<file path="config.mk">
export PLATFORM = sky130hd
export DESIGN_NAME = restoring_div8x4_flat
export DESIGN_NICKNAME = d
export VERILOG_FILES = /design/src/rtl/restoring_div8x4_if.sv /design/src/rtl/restoring_div8x4.sv /design/src/flat_wrapper.sv
export SDC_FILE = /design/constraint.sdc
export NUM_CORES = 1
export LEC_CHECK = 0
export ABC_AREA = 1
export ABC_CLOCK_PERIOD_IN_PS = 3100
export CAP_MARGIN = 30
export CORE_ASPECT_RATIO = 1.1
export CORE_MARGIN = 2
export CORE_UTILIZATION = 31
export DETAILED_ROUTE_END_ITERATION = 12
export SLEW_MARGIN = 20
export SYNTH_ARGS = -nofsm -noshare
export SYNTH_HDL_FRONTEND = slang
export SYNTH_SLANG_ARGS = --single-unit
</file>
<file path="constraint.sdc">
create_clock -name clk -period 3.1 [get_ports clk]
set_input_delay 0.62 -clock clk [delete_from_list [all_inputs] [get_ports clk]]
set_output_delay 0.62 -clock clk [all_outputs]
set_load 0.01 [all_outputs]
</file>
<file path="src/rtl/restoring_div8x4_if.sv">
// -----------------------------------------------------------------------------
// restoring_div8x4_if
//   Start/busy/done handshake and operand/result bus for the restoring divider.
//   master : controlling logic (drives start + operands, observes results)
//   slave  : the divider (observes start + operands, drives results)
// Signals
//   start        request, sampled by the divider only while busy=0
//   dividend     N_W-bit unsigned dividend
//   divisor      D_W-bit unsigned divisor
//   busy         division in progress
//   done         one-cycle pulse, results valid
//   quotient     N_W-bit result, held until the next accepted start
//   remainder    D_W-bit result, held until the next accepted start
//   div_by_zero  captured divisor was zero; held with the results
// -----------------------------------------------------------------------------
interface restoring_div8x4_if #(
    parameter int N_W = 8,
    parameter int D_W = 4
);
    logic           start;
    logic [N_W-1:0] dividend;
    logic [D_W-1:0] divisor;
    logic           busy;
    logic           done;
    logic [N_W-1:0] quotient;
    logic [D_W-1:0] remainder;
    logic           div_by_zero;

    modport master (
        output start, dividend, divisor,
        input  busy, done, quotient, remainder, div_by_zero
    );

    modport slave (
        input  start, dividend, divisor,
        output busy, done, quotient, remainder, div_by_zero
    );
endinterface

</file>
<file path="src/rtl/restoring_div8x4.sv">
// -----------------------------------------------------------------------------
// restoring_div8x4
//   Sequential unsigned restoring divider, one quotient bit per clock.
//   An accepted start latches the operands; N_W RUN cycles later a one-cycle
//   done pulse presents quotient/remainder, which are then held.
// Ports
//   clk  rising-edge clock
//   rst  asynchronous reset, active-high; discards any operation in flight
//   bus  restoring_div8x4_if.slave (start/dividend/divisor in,
//        busy/done/quotient/remainder/div_by_zero out)
// Configuration
//   DIV_ZERO_FAST_EN  defined: a zero divisor completes straight from IDLE,
//                     done on the cycle after the start edge, busy never set.
//                     undefined: a zero divisor runs the full sequence and
//                     the forced results are substituted at completion.
// -----------------------------------------------------------------------------
module restoring_div8x4 #(
    parameter int N_W = 8,
    parameter int D_W = 4
) (
    input  logic                clk,
    input  logic                rst,
    restoring_div8x4_if.slave   bus
);
    localparam int CW = $clog2(N_W + 1);

    typedef enum logic {IDLE, RUN} state_t;

    state_t         state, state_nx;
    logic           accept, last;
`ifdef DIV_ZERO_FAST_EN
    logic           zero_fast;
`endif

    logic [N_W-1:0] q_r;        // shifting dividend / quotient register
    logic [D_W:0]   p_r;        // partial remainder, one guard bit wide
    logic [D_W-1:0] dvs_r;      // captured divisor
    logic [D_W-1:0] dvd_lo;     // captured dividend low bits (div-by-zero remainder)
    logic [CW-1:0]  count;

    logic           done_r, dbz_r;
    logic [N_W-1:0] quo_r;
    logic [D_W-1:0] rem_r;

    logic [D_W:0]   p_sh, p_nx;
    logic [D_W+1:0] diff;
    logic [N_W-1:0] q_nx;

    // ---------------- one restoring iteration ----------------
    always_comb begin
        p_sh = {p_r[D_W-1:0], q_r[N_W-1]};
        // One extra bit so the MSB of the difference is the borrow.
        diff = {1'b0, p_sh} - {2'b00, dvs_r};
        p_nx = diff[D_W+1] ? p_sh : diff[D_W:0];
        q_nx = {q_r[N_W-2:0], ~diff[D_W+1]};
    end

    // ---------------- FSM ----------------
    always_ff @(posedge clk or posedge rst) begin
        if (rst) state <= IDLE;
        else     state <= state_nx;
    end

    always_comb begin
        state_nx = state;
        accept   = 1'b0;
        last     = 1'b0;
`ifdef DIV_ZERO_FAST_EN
        zero_fast = 1'b0;
`endif
        case (state)
            IDLE: begin
                if (bus.start) begin
                    accept = 1'b1;
`ifdef DIV_ZERO_FAST_EN
                    if (bus.divisor == '0) zero_fast = 1'b1;
                    else                   state_nx  = RUN;
`else
                    state_nx = RUN;
`endif
                end
            end
            RUN: begin
                if (count == CW'(1)) begin
                    last     = 1'b1;
                    state_nx = IDLE;
                end
            end
            default: state_nx = IDLE;
        endcase
    end

    // ---------------- datapath / results ----------------
    always_ff @(posedge clk or posedge rst) begin
        if (rst) begin
            q_r    <= '0;
            p_r    <= '0;
            dvs_r  <= '0;
            dvd_lo <= '0;
            count  <= '0;
            done_r <= 1'b0;
            dbz_r  <= 1'b0;
            quo_r  <= '0;
            rem_r  <= '0;
        end else begin
            done_r <= 1'b0;
            if (accept) begin
                q_r    <= bus.dividend;
                dvs_r  <= bus.divisor;
                dvd_lo <= bus.dividend[D_W-1:0];
                p_r    <= '0;
                count  <= CW'(N_W);
                dbz_r  <= 1'b0;
            end
`ifdef DIV_ZERO_FAST_EN
            // Later assignment wins over the dbz clear above.
            if (zero_fast) begin
                done_r <= 1'b1;
                quo_r  <= '1;
                rem_r  <= bus.dividend[D_W-1:0];
                dbz_r  <= 1'b1;
            end
`endif
            if (state == RUN) begin
                q_r   <= q_nx;
                p_r   <= p_nx;
                count <= count - CW'(1);
                if (last) begin
                    done_r <= 1'b1;
                    if (dvs_r == '0) begin
                        quo_r <= '1;
                        rem_r <= dvd_lo;
                        dbz_r <= 1'b1;
                    end else begin
                        quo_r <= q_nx;
                        rem_r <= p_nx[D_W-1:0];
                    end
                end
            end
        end
    end

    assign bus.busy        = (state == RUN);
    assign bus.done        = done_r;
    assign bus.quotient    = quo_r;
    assign bus.remainder   = rem_r;
    assign bus.div_by_zero = dbz_r;

endmodule

</file>
<file path="src/flat_wrapper.sv">
// flat-port wrapper written by rule: the top's interface ports become plain ports
module restoring_div8x4_flat 
#(
    parameter int N_W = 8,
    parameter int D_W = 4
)
  (clk, rst, bus_start, bus_dividend, bus_divisor, bus_busy, bus_done, bus_quotient, bus_remainder, bus_div_by_zero);
  restoring_div8x4_if #(.N_W(N_W), .D_W(D_W)) bus_i ();
  input  logic clk;
  input  logic rst;
  input wire logic [$bits(bus_i.start)-1:0] bus_start;
  input wire logic [$bits(bus_i.dividend)-1:0] bus_dividend;
  input wire logic [$bits(bus_i.divisor)-1:0] bus_divisor;
  output wire logic [$bits(bus_i.busy)-1:0] bus_busy;
  output wire logic [$bits(bus_i.done)-1:0] bus_done;
  output wire logic [$bits(bus_i.quotient)-1:0] bus_quotient;
  output wire logic [$bits(bus_i.remainder)-1:0] bus_remainder;
  output wire logic [$bits(bus_i.div_by_zero)-1:0] bus_div_by_zero;
  assign bus_i.start = bus_start;
  assign bus_i.dividend = bus_dividend;
  assign bus_i.divisor = bus_divisor;
  assign bus_busy = bus_i.busy;
  assign bus_done = bus_i.done;
  assign bus_quotient = bus_i.quotient;
  assign bus_remainder = bus_i.remainder;
  assign bus_div_by_zero = bus_i.div_by_zero;
  restoring_div8x4 #(.N_W(N_W), .D_W(D_W)) u_core (.clk(clk), .rst(rst), .bus(bus_i));
endmodule
</file>
# --- Word level (Yosys, flattened, before mapping) ---
# Cells that the tools add are included.
classes:
  add_sub_neg: 2
  eq_ne: 1
  mux: 21
  bitwise: 2
  n_reduce_logical: 3
op_table:
  columns: ["cell", "n"]
  rows:
  - ["$mux W4", 6]
  - ["$mux W8", 3]
  - ["$mux W1", 11]
  - ["$sub A5 B4 Y6", 1]
  - ["$eq A4 B1 Y1 const B", 1]
  - ["$logic_not A4 Y1", 1]
  - ["$sub A4 B1 Y4 const B", 1]
  - ["$not A1 Y1", 2]
  - ["$pmux W1 S2", 1]
  - ["$reduce_and A2 Y1", 1]
  - ["$reduce_bool A2 Y1", 1]
word_totals:
  register_bits: 39
  output_inout_bits: 15

# --- Longest topological paths before layout ---
# Gate-level depths: netlist (run 1).
logic_depth:
  word_depth: 6
  ltp_mapped: 10
  ltp_nobuf: 10

# --- Least setup slack after synthesis (run 1) ---
# No wires, ideal clock.
synth_path:
  path_kind: "reg2reg"
  startpoint: "register u_core.q_r[7]"
  endpoint: "register u_core.p_r[2]"
  setup_time_ns: 0.116
  t_arrival_ns: 1.310
  slack_ns: 1.673
  stages_incl_launch_ff: 10
  path_buffers: 0
  cell_sequence: "dfrtp_1 > inv_1 > ha_1 > inv_1 > fa_1 > xor2_1 > nand2_1 > nand2_1 > nand2_1 > nand2_1"
synth_between:
  elab_chain_cells: 3
synth_rtl:
  columns: ["item", "line", "text"]
  rows:
  - ["from (decl)", "restoring_div8x4.sv:35", "logic [N_W-1:0] q_r;"]
  - ["from (signal assigned)", "restoring_div8x4.sv:108", "q_r <= bus.dividend;"]
  - ["from (signal assigned)", "restoring_div8x4.sv:125", "q_r <= q_nx;"]
  - ["$sub A5 B4 Y6", "restoring_div8x4.sv:53", "diff = {1'b0, p_sh} - {2'b00, dvs_r};"]
  - ["$mux W4", "restoring_div8x4.sv:54", "p_nx = diff[D_W+1] ? p_sh : diff[D_W:0];"]
  - ["$mux W4", "restoring_div8x4.sv:124", "if (state == RUN) begin"]
  - ["to (signal assigned)", "restoring_div8x4.sv:126", "p_r <= p_nx;"]
  - ["to (decl)", "restoring_div8x4.sv:36", "logic [D_W:0] p_r;"]
# Every way passes these cells.
# A chain may end at the register's enable or synchronous reset.

# --- Worst setup path in the final report (run 1) ---
layout_path:
  startpoint: "register u_core.state (netlist: u_core.bus.busy)"
  endpoint: "output port bus_busy"
layout_lines:
  columns: ["item", "line", "text"]
  rows:
  - ["from (decl)", "restoring_div8x4.sv:29", "state_t state, state_nx;"]
  - ["from (signal assigned)", "restoring_div8x4.sv:61", "else state <= state_nx;"]
  - ["to (decl)", "flat_wrapper.sv:14", "output wire logic [$bits(bus_i.busy)-1:0] bus_busy;"]
# No word-level cell between the ends.

==> run_results.csv, run 1 <==
group,metric,value,unit
sta,setup_ws,822,ps
route,routed_wl,4.03,mm
cells_and_area,antenna_cells_inserted,0,
min_path,hold_path.class,"reg2reg",
logic_synthesis,syn-num-nets,226,
die,die_w,77.1,um
route,vias_per_cell,4.55,
clock_network,cts_resized,0,
die,start_util,31.8,%
global_route,grt_max_degree,40,
route,vias,1425,
sta,skew,4.77,ps
cells_and_area,area.growth.synth_to_final,24.1,%
placement,dp.cells,306,
worst_setup_path,crit_chain,"clkdlybuf4s50_1",
clock_network,clockBufferDepth,2,
global_route,grt_pass1_wl,6.90,mm
pwr,p_leak,1.09,nW
sta,rsz0062_at_grt,"false",
die,dieArea,6510,um^2
logic_synthesis,synth_cell_type_count,25,
clock_network,clk_pin_slew,70,ps
worst_setup_path,critPathKind,"reg2out",
logic_synthesis,synth_top_area_share,53.5,%
sta,max_clock_freq,439,MHz
worst_setup_path,cp.arrival,1660,ps
cells_and_area,final_cell_mix,"nand2_1, dfrtp_1, inv_1, clkdlybuf4s50_1, o21ai_0",
sta,timing.final.crit_period,2280,ps
placement,pre_cts_ws,1070,ps
route,drtIter0Drc,84,
die,die_h,84.5,um
cells_and_area,fin_area,2260,um^2
global_route,overflow,0,
logic_synthesis,syn_area,1820,um^2
global_route,grt_pass1_vias,1396,
run,maxCapViolCount,0,
clock_network,tritoncts,"done",
sta,whs,484,ps
global_route,track_usage,13.8,%
sta,final_hold_viol_count,0,
sta,slew_headroom,61.1,%
route,drtPass1Iterations,4,
placement,dpl_cell_area,2180,um^2
route,wl_per_cell,12.9,um
clock_network,postCtsSetupRepairBufs,0,
cells_and_area,finalNonFillerCells,313,
sta,finalCritPeriodShare,73.5,%
logic_synthesis,synth.avg_cell_area,8.94,um^2
status,status,"finished clean",
logic_synthesis,synth_top_area_cell,"dfrtp_1",
placement,hpwl,2.91,mm
cells_and_area,final_common_cell,"nand2_1",
pwr,powerDensity,1090,nW/um^2
placement,portBuffers,29,
logic_synthesis,synth-seq-cells,39,
clock_network,clock-sinks,39,
die,num_rows,29,
worst_setup_path,crit_family,"flip-flops",
logic_synthesis,synth_area_leaders,"dfrtp_1, nand2_1, inv_1",
route,antenna_left,0,
global_route,antenna_found_initial,0,
worst_setup_path,critPathCaptureType,"primary output",
cells_and_area,drive_gt1_share,7.20,%
worst_setup_path,critPathSlowestCell,"dfrtp_1",
die,core_area,5730,um^2
clock_network,htree_levels,2,
clock_network,cts-hold-fix-buffers,0,
clock_network,insertion_delay,290,ps
logic_synthesis,ys_seq_area_share,53.5,%
sta,setup_viol,0,
worst_setup_path,cpPeakStageDelay,720,ps
pwr,ir_drop,0.000265,V
die,ioPinCount,30,
worst_setup_path,worstSetupStartpointType,"flip-flop",
worst_setup_path,cp_data_required_time,2480,ps
worst_setup_path,crit_fanout,12,
clock_network,cts_made_buffers,5,
clock_network,cts-root-buf,"clkbuf_8",
placement,gp_congestion,0.833,
route,route.detailed.drc,0,
sta,finalSetupTns,0,ps
cells_and_area,fin_nets,258,
sta,worstMarginPinSlew,584,ps
logic_synthesis,syn_inst,204,
worst_setup_path,crit_buf_inv,1,
sta,drv_slew,0,
logic_synthesis,ys_warn_count,0,
[report_power, final]
| group | switching [W] | total (W) | internal (W) | leakage (nW) |
|---|---|---|---|---|
| logic | 0.000698 | 0.00121 | 0.000508 | 0.577 |
| registers | 0.000150 | 0.000916 | 0.000766 | 0.463 |
| clock network | 0.000172 | 0.000346 | 0.000174 | 0.0470 |
[metrics by stage]
stage	total power, W	util [%]
floorplan	0.00175	-
global placement	0.00211	38.0
detailed placement	0.00214	38.0
CTS	0.00249	39.5
global route	0.00273	39.5
finish	0.00247	39.5
[cell type report]
cell class / instances / area (um^2)
multi-input combinational: 125 / 674
clock buffer: 6 / 82.6
sequential: 39 / 976
clock inverter: 1 / 5.00
tap: 77 / 96.3
timing repair buffer: 30 / 298
inverter: 35 / 131
fill: 605 / 3470
[kinds of logic (layout without fill, tap and decap cells)]
logic type / after synthesis / after routing / synth area share (%)
xor gates and xnor gates: 1 / 1 / 0.480
and+or+nand+nor: 84 / 84 / 20.6
adders and majority gates: 7 / 7 / 5.21
DFF: 39 / 39 / 53.5
buffers and inverters: 40 / 72 / 9.53
AOI/OAI and AO/OA: 33 / 33 / 10.6
[metal layers]
metal | GRT usage (%) | vias up | wire length, um | share of wire [%]
li1 | - | 713 | - | -
met1 | 17.0 | 686 | 1790 | 44
met2 | 22.7 | 20 | 2030 | 50
met3 | 3.98 | 6 | 133 | 3.3
met4 | 5.84 | 0 | 76 | 1.9
met5 | 0 | - | 0 | 0
[path summary, 6_finish.rpt]
path / slack (ps) / cells past startpoint / startpoint / endpoint
worst min register to register: 480 / 2 / u_core.bus.div_by_zero$_DFF_PP0_ / u_core.bus.div_by_zero$_DFF_PP0_
min in group asynchronous: 740 / 3 / rst / u_core.bus.done$_DFF_PP0_
worst max-delay path: 820 / 1 / u_core.bus.busy$_DFF_PP0_ / bus_busy
worst min-delay path: 480 / 2 / u_core.bus.div_by_zero$_DFF_PP0_ / u_core.bus.div_by_zero$_DFF_PP0_
max in group asynchronous: 2010 / 3 / rst / u_core.q_r[7]$_DFFE_PP0P_
worst max register to register: 1290 / 5 / u_core.bus.busy$_DFF_PP0_ / u_core.count[3]$_DFFE_PP0P_
[sequential cells by signal, indices dropped and copies added (netlist names), 4 cells and up]
| name | count |
|---|---|
| u_core.bus.quotient | 8 |
| u_core.q_r | 8 |
| u_core.bus.remainder | 4 |
| u_core.count | 4 |
| u_core.dvd_lo | 4 |
| u_core.dvs_r | 4 |
| u_core.p_r | 4 |
[Yosys cell counts, drive strengths merged]
library cell	instances
a21oi	6
a22oi	1
a31oi	1
buf	4
clkbuf	1
dfrtp	39
fa	1
ha	6
inv	35
nand2	53
nand3	11
nand4	5
nor2	13
o211ai	2
o21ai	17
o221ai	5
o22ai	1
or2	2
xor2	1
(Power assumes the default switching activity.)
==> inputs of run 2 (changes only) <==
Settings changed: ABC_CLOCK_PERIOD_IN_PS 3100 to 2250.
Clock period 3.1 ns to 2.25 ns, I/O delays scaled along.
==> run 2 against run 1 <==
  * Register-to-register slack worse by 720 ps
  * Critical path depth unchanged
  * Power up 38%
  * Global-route usage decreased by 0.17 points
  * Combinational power increased by 40%
  * Clock-buffer cell count shrank 1
  * Core utilization grew 0.065 points
  * Critical endpoint unchanged
==> run_results.csv, run 2 (synthesized netlist as in run 1, its figures left out) <==
group,metric,value,unit
worst_setup_path,worstSetupStartpointType,"flip-flop",
placement,portBuffers,29,
route,drtIter0Drc,91,
sta,timing.final.crit_period,1970,ps
global_route,overflow,0,
placement,hpwl,2.92,mm
route,drtPass1Iterations,4,
cells_and_area,antenna_cells_inserted,0,
global_route,grtUsageMet2,22.0,%
cells_and_area,fin_area,2270,um^2
global_route,grt_pass1_wl,6.84,mm
worst_setup_path,critPathCaptureType,"primary output",
clock_network,cts_made_buffers,5,
worst_setup_path,crit_family,"buffers and inverters",
pwr,powerDensity,1500,nW/um^2
clock_network,clock-sinks,39,
global_route,gr-usage-met1,16.8,%
worst_setup_path,crit_buf_inv,1,
global_route,grt_pass1_vias,1409,
clock_network,tritoncts,"done",
sta,final_hold_viol_count,0,
sta,worstMarginPinSlew,542,ps
sta,skew,6.90,ps
global_route,grt_max_degree,40,
clock_network,postCtsSetupRepairBufs,0,
worst_setup_path,cpPeakStageDelay,620,ps
route,wl_per_cell,12.7,um
cells_and_area,final_common_cell,"nand2_1",
sta,setup_viol,0,
pwr,ir_drop,0.000332,V
sta,slew_headroom,63.8,%
cells_and_area,fin_nets,259,
clock_network,cts_resized,0,
cells_and_area,drive_gt1_share,7.98,%
clock_network,clk_pin_slew,80,ps
clock_network,htree_levels,2,
route,vias,1432,
global_route,grtUsageMet3,4.41,%
worst_setup_path,cp.arrival,1520,ps
pwr,p_leak,1.09,nW
die,die_h,84.5,um
sta,whs,491,ps
route,antenna_left,0,
clock_network,cts-root-buf,"clkbuf_8",
die,die_w,77.1,um
placement,dpl_cell_area,2180,um^2
status,status,"finished clean",
die,ioPinCount,30,
die,core_area,5730,um^2
run,maxCapViolCount,0,
global_route,track_usage,13.6,%
sta,rsz0062_at_grt,"false",
die,dieArea,6510,um^2
worst_setup_path,critPathSlowestCell,"clkdlybuf4s50_1",
worst_setup_path,crit_chain,"clkdlybuf4s50_1",
global_route,antenna_found_initial,0,
placement,gp_congestion,0.814,
cells_and_area,final_cell_mix,"nand2_1, dfrtp_1, inv_1, clkdlybuf4s50_1, o21ai_0",
route,routed_wl,4.01,mm
sta,drv_slew,0,
min_path,hold_path.class,"reg2reg",
sta,max_clock_freq,507,MHz
route,vias_per_cell,4.55,
die,num_rows,29,
route,route.detailed.drc,0,
cells_and_area,fillers,610,
clock_network,cts-hold-fix-buffers,0,
cells_and_area,area.growth.synth_to_final,24.3,%
global_route,grt_busiest_layer,"met2",
sta,finalSetupTns,0,ps
die,start_util,31.8,%
clock_network,clockBufferDepth,2,
worst_setup_path,critPathKind,"reg2out",
worst_setup_path,crit_fanout,7,
clock_network,insertion_delay,290,ps
worst_setup_path,cp_data_required_time,1800,ps
sta,finalCritPeriodShare,87.7,%
run 2: cell types whose count changed in the layout (fill, tap and decap cells not counted), sizes merged:
cell / change
clkinv: +2
buf: +1
clkbuf: -1
run 2: stage by stage:
| stage | total power [W] | utilization (%) | setup WS, ps | std cells |
|---|---|---|---|---|
| 6_report | 0.00339 | 39.5 | 276 | 315 |
| 5_1_grt | 0.00377 | 39.5 | 224 | 315 |
| 3_3_place_gp | 0.00292 | 38.1 | 416 | 307 |
| 4_1_cts | 0.00343 | 39.5 | 267 | 315 |
| 3_5_place_dp | 0.00297 | 38.1 | 372 | 307 |
| 2_1_floorplan | 0.00241 | - | 823 | 204 |
run 2: final timing paths:
check / from / endpoint / slack [ps] / cells past startpoint
max: u_core.bus.busy$_DFF_PP0_ / bus_busy / 280 / 1
min: u_core.bus.quotient[7]$_DFFE_PP0P_ / u_core.bus.quotient[7]$_DFFE_PP0P_ / 490 / 2
max reg2reg: u_core.count[1]$_DFFE_PP0P_ / u_core.bus.remainder[3]$_DFFE_PP0P_ / 570 / 6
min reg2reg: u_core.bus.quotient[7]$_DFFE_PP0P_ / u_core.bus.quotient[7]$_DFFE_PP0P_ / 490 / 2
max in group asynchronous: rst / u_core.p_r[2]$_DFFE_PP0P_ / 1320 / 3
min in group asynchronous: rst / u_core.bus.done$_DFF_PP0_ / 570 / 3
run 2: cell type report:
class / count / area, um^2 / area share [%]
clock inverter: 3 / 15.0 / 0.662
tap: 77 / 96.3 / 4.25
multi-input combinational: 125 / 674 / 29.7
inverter: 35 / 131 / 5.79
clock buffer: 5 / 68.8 / 3.04
timing repair buffer: 31 / 305 / 13.5
sequential: 39 / 976 / 43.0
run 2: layer usage:
| metal | vias to the layer above | routed length [um] | part of all wire [%] |
|---|---|---|---|
| met5 | - | 0 | 0 |
| met4 | 0 | 123 | 3.1 |
| met3 | 11 | 150 | 3.7 |
| met2 | 26 | 1970 | 49 |
| met1 | 678 | 1770 | 44 |
| li1 | 717 | - | - |
run 2: where the power goes:
| part | total, W | internal [W] | switching (W) |
|---|---|---|---|
| clock | 0.000450 | 0.000212 | 0.000238 |
| sequential | 0.00125 | 0.00106 | 0.000199 |
| combinational | 0.00169 | 0.000713 | 0.000977 |
==> variant: new RTL, flow settings as in run 2 <==
`N_W` is set to 8 in 3 places; all go to 32.
--- a/src/rtl/restoring_div8x4_if.sv
+++ b/src/rtl/restoring_div8x4_if.sv
@@ -14,7 +14,7 @@
 //   div_by_zero  captured divisor was zero; held with the results
 // -----------------------------------------------------------------------------
 interface restoring_div8x4_if #(
-    parameter int N_W = 8,
+    parameter int N_W = 32,
     parameter int D_W = 4
 );
     logic           start;
--- a/src/rtl/restoring_div8x4.sv
+++ b/src/rtl/restoring_div8x4.sv
@@ -15,7 +15,7 @@
 //                     the forced results are substituted at completion.
 // -----------------------------------------------------------------------------
 module restoring_div8x4 #(
-    parameter int N_W = 8,
+    parameter int N_W = 32,
     parameter int D_W = 4
 ) (
     input  logic                clk,
--- a/src/flat_wrapper.sv
+++ b/src/flat_wrapper.sv
@@ -1,7 +1,7 @@
 // flat-port wrapper written by rule: the top's interface ports become plain ports
 module restoring_div8x4_flat 
 #(
-    parameter int N_W = 8,
+    parameter int N_W = 32,
     parameter int D_W = 4
 )
   (clk, rst, bus_start, bus_dividend, bus_divisor, bus_busy, bus_done, bus_quotient, bus_remainder, bus_div_by_zero);
Interface: changed (resized bus_dividend and bus_quotient); port bits go from 30 to 78. No check against the original RTL was run, so the function may have changed too.
==> variant against run 2 <==
  * Wire length up 150%
  * Via count rose by 120%
  * First-iteration DRC count rose by 60%
  * Cell count increased by 110%
  * Setup slack improved by 170 ps
  * Design area up 130%
  * Area after synthesis up 120%
  * Combinational power up 82%
  * Sequential cell count increased by 50
  * Maximum frequency increased by 9.4%
  * Global-route usage grew 1.7 points
  * Clock skew increased by 2.7 ps
  * Total power up 130%
  * Largest cell class unchanged
  * Largest power group unchanged
==> variant: results (changes against run 2) <==
Logic synthesis
The proportion of synthesized chip area in sequential cells came to 56.8% (was 53.5%). The post-synthesis net count came to 473 (was 226). The post-synthesis cell count came to 427 (was 204). The synthesized-area fraction occupied by ao, oa, aoi and oai cells is 11.2% (was 10.6%). The arithmetic-cell share of the synthesized area counting full adders, half adders and majority gates is 2.42% (was 5.21%). The xor-xnor portion of the synthesized cell area is 0.223% (was 0.480%). The number of distinct library cells after synthesis came to 31 (was 25). Post-synth top cells: nand2_1 (140), dfrtp_1 (89), inv_1 (39), nor2_1 (25), o21ai_0 (21) (was nand2_1 (52), dfrtp_1 (39), inv_1 (33), o21ai_0 (17), nand3_1 (11)).

Timing
The final clock skew is 9.59 ps (was 6.90 ps). The worst hold margin was 478 ps (was 491 ps). The worst relative slew slack is 66.6% (was 63.8%).

Hold path
The endpoint of the worst hold-timing path is u_core.bus.quotient[29] (was u_core.bus.quotient[7]). The hold path startpoint is u_core.bus.quotient[29] (was u_core.bus.quotient[7]).

Cells and area
The final standard cell count with taps included and fillers excluded is 670 (was 315). The share of layout cells above drive strength 1 is 8.19% (was 7.98%).

Power and ir drop
The maximum vdd ir drop is 0.620 mV (was 0.332 mV).

Placement
The port buffer count is 77 (was 29). The half-perimeter wire length after placement was 6880 um (was 2920 um). The instance area after placement is 4870 um2 (was 2180 um2). The final estimated routing congestion in global placement is 0.849 (was 0.814).

The post-placement setup slack is 368 ps (was 372 ps). The number of placed instances, taps included was 654 (was 307).

GRT
The global routing usage on met2 came to 26.1% (was 22.0%). The maximum number of pins on one net before global-route repair was 90 (was 40). The global routing met3 resource utilization came to 4.48% (was 4.41%). The global-route total usage across every layer is 15.4% (was 13.6%). The met1 demand-to-capacity share in global routing is 19.8% (was 16.8%). The first-pass GRT wire length is 16500 um (was 6840 um).

Route
The number of DRC markers after the initial detailed-route iteration is 146 (was 91). The total length of routed met3 wires came to 428 um (was 150 um). The total routed wirelength came to 9910 um (was 4010 um). The amount of wire on met2 after detailed routing is 4810 um (was 1970 um).

The met1 wire length is 4640 um (was 1770 um). The total via count after detailed routing was 3184 (was 1432).

Outcome
Outcome: finished clean (unchanged).

Setup path
The highest cell delay on the worst timing path is 570 ps (was 620 ps). The worst reg2reg path endpoint was u_core.bus.quotient[16] (was u_core.bus.remainder[3]). The setup slack on the worst flop-to-flop path is 550 ps (was 570 ps).

Clock network
The clock root buffer is clkbuf_16 (was clkbuf_8). The clock buffer count from CTS came to 9 (was 5).
## variant: cell types whose count changed after synthesis, moves of 9 or more
cell and change:
a21oi_1 +12, dfrtp_1 +50, nand2_1 +88, nand3_1 +9, nor2_1 +15
## variant: worst max path at each step
stage	startpoint	to	slack, ps	depth (start not counted)
after floorplan	rst	u_core.bus.busy	760	1
after global placement	bus_start	u_core.q_r[0]	410	6
after detailed placement	bus_start	u_core.q_r[21]	370	6
after CTS	u_core.bus.busy	bus_busy	420	1
after global routing	u_core.bus.busy	bus_busy	380	1
final	u_core.bus.busy	bus_busy	450	1
## variant: area by class of cell
type / count / area [um2]
fill: 1266 / 7280
sequential: 89 / 2230
multi-input combinational: 276 / 1400
timing repair buffer: 89 / 886
clock buffer: 9 / 225
tap: 157 / 196
inverter: 43 / 168
clock inverter: 7 / 106
## variant: report_power, final
part	internal, uW	switching [uW]	total (uW)
Clock	995	678	1670
Sequential	2390	509	2900
Combinational	1440	1630	3070
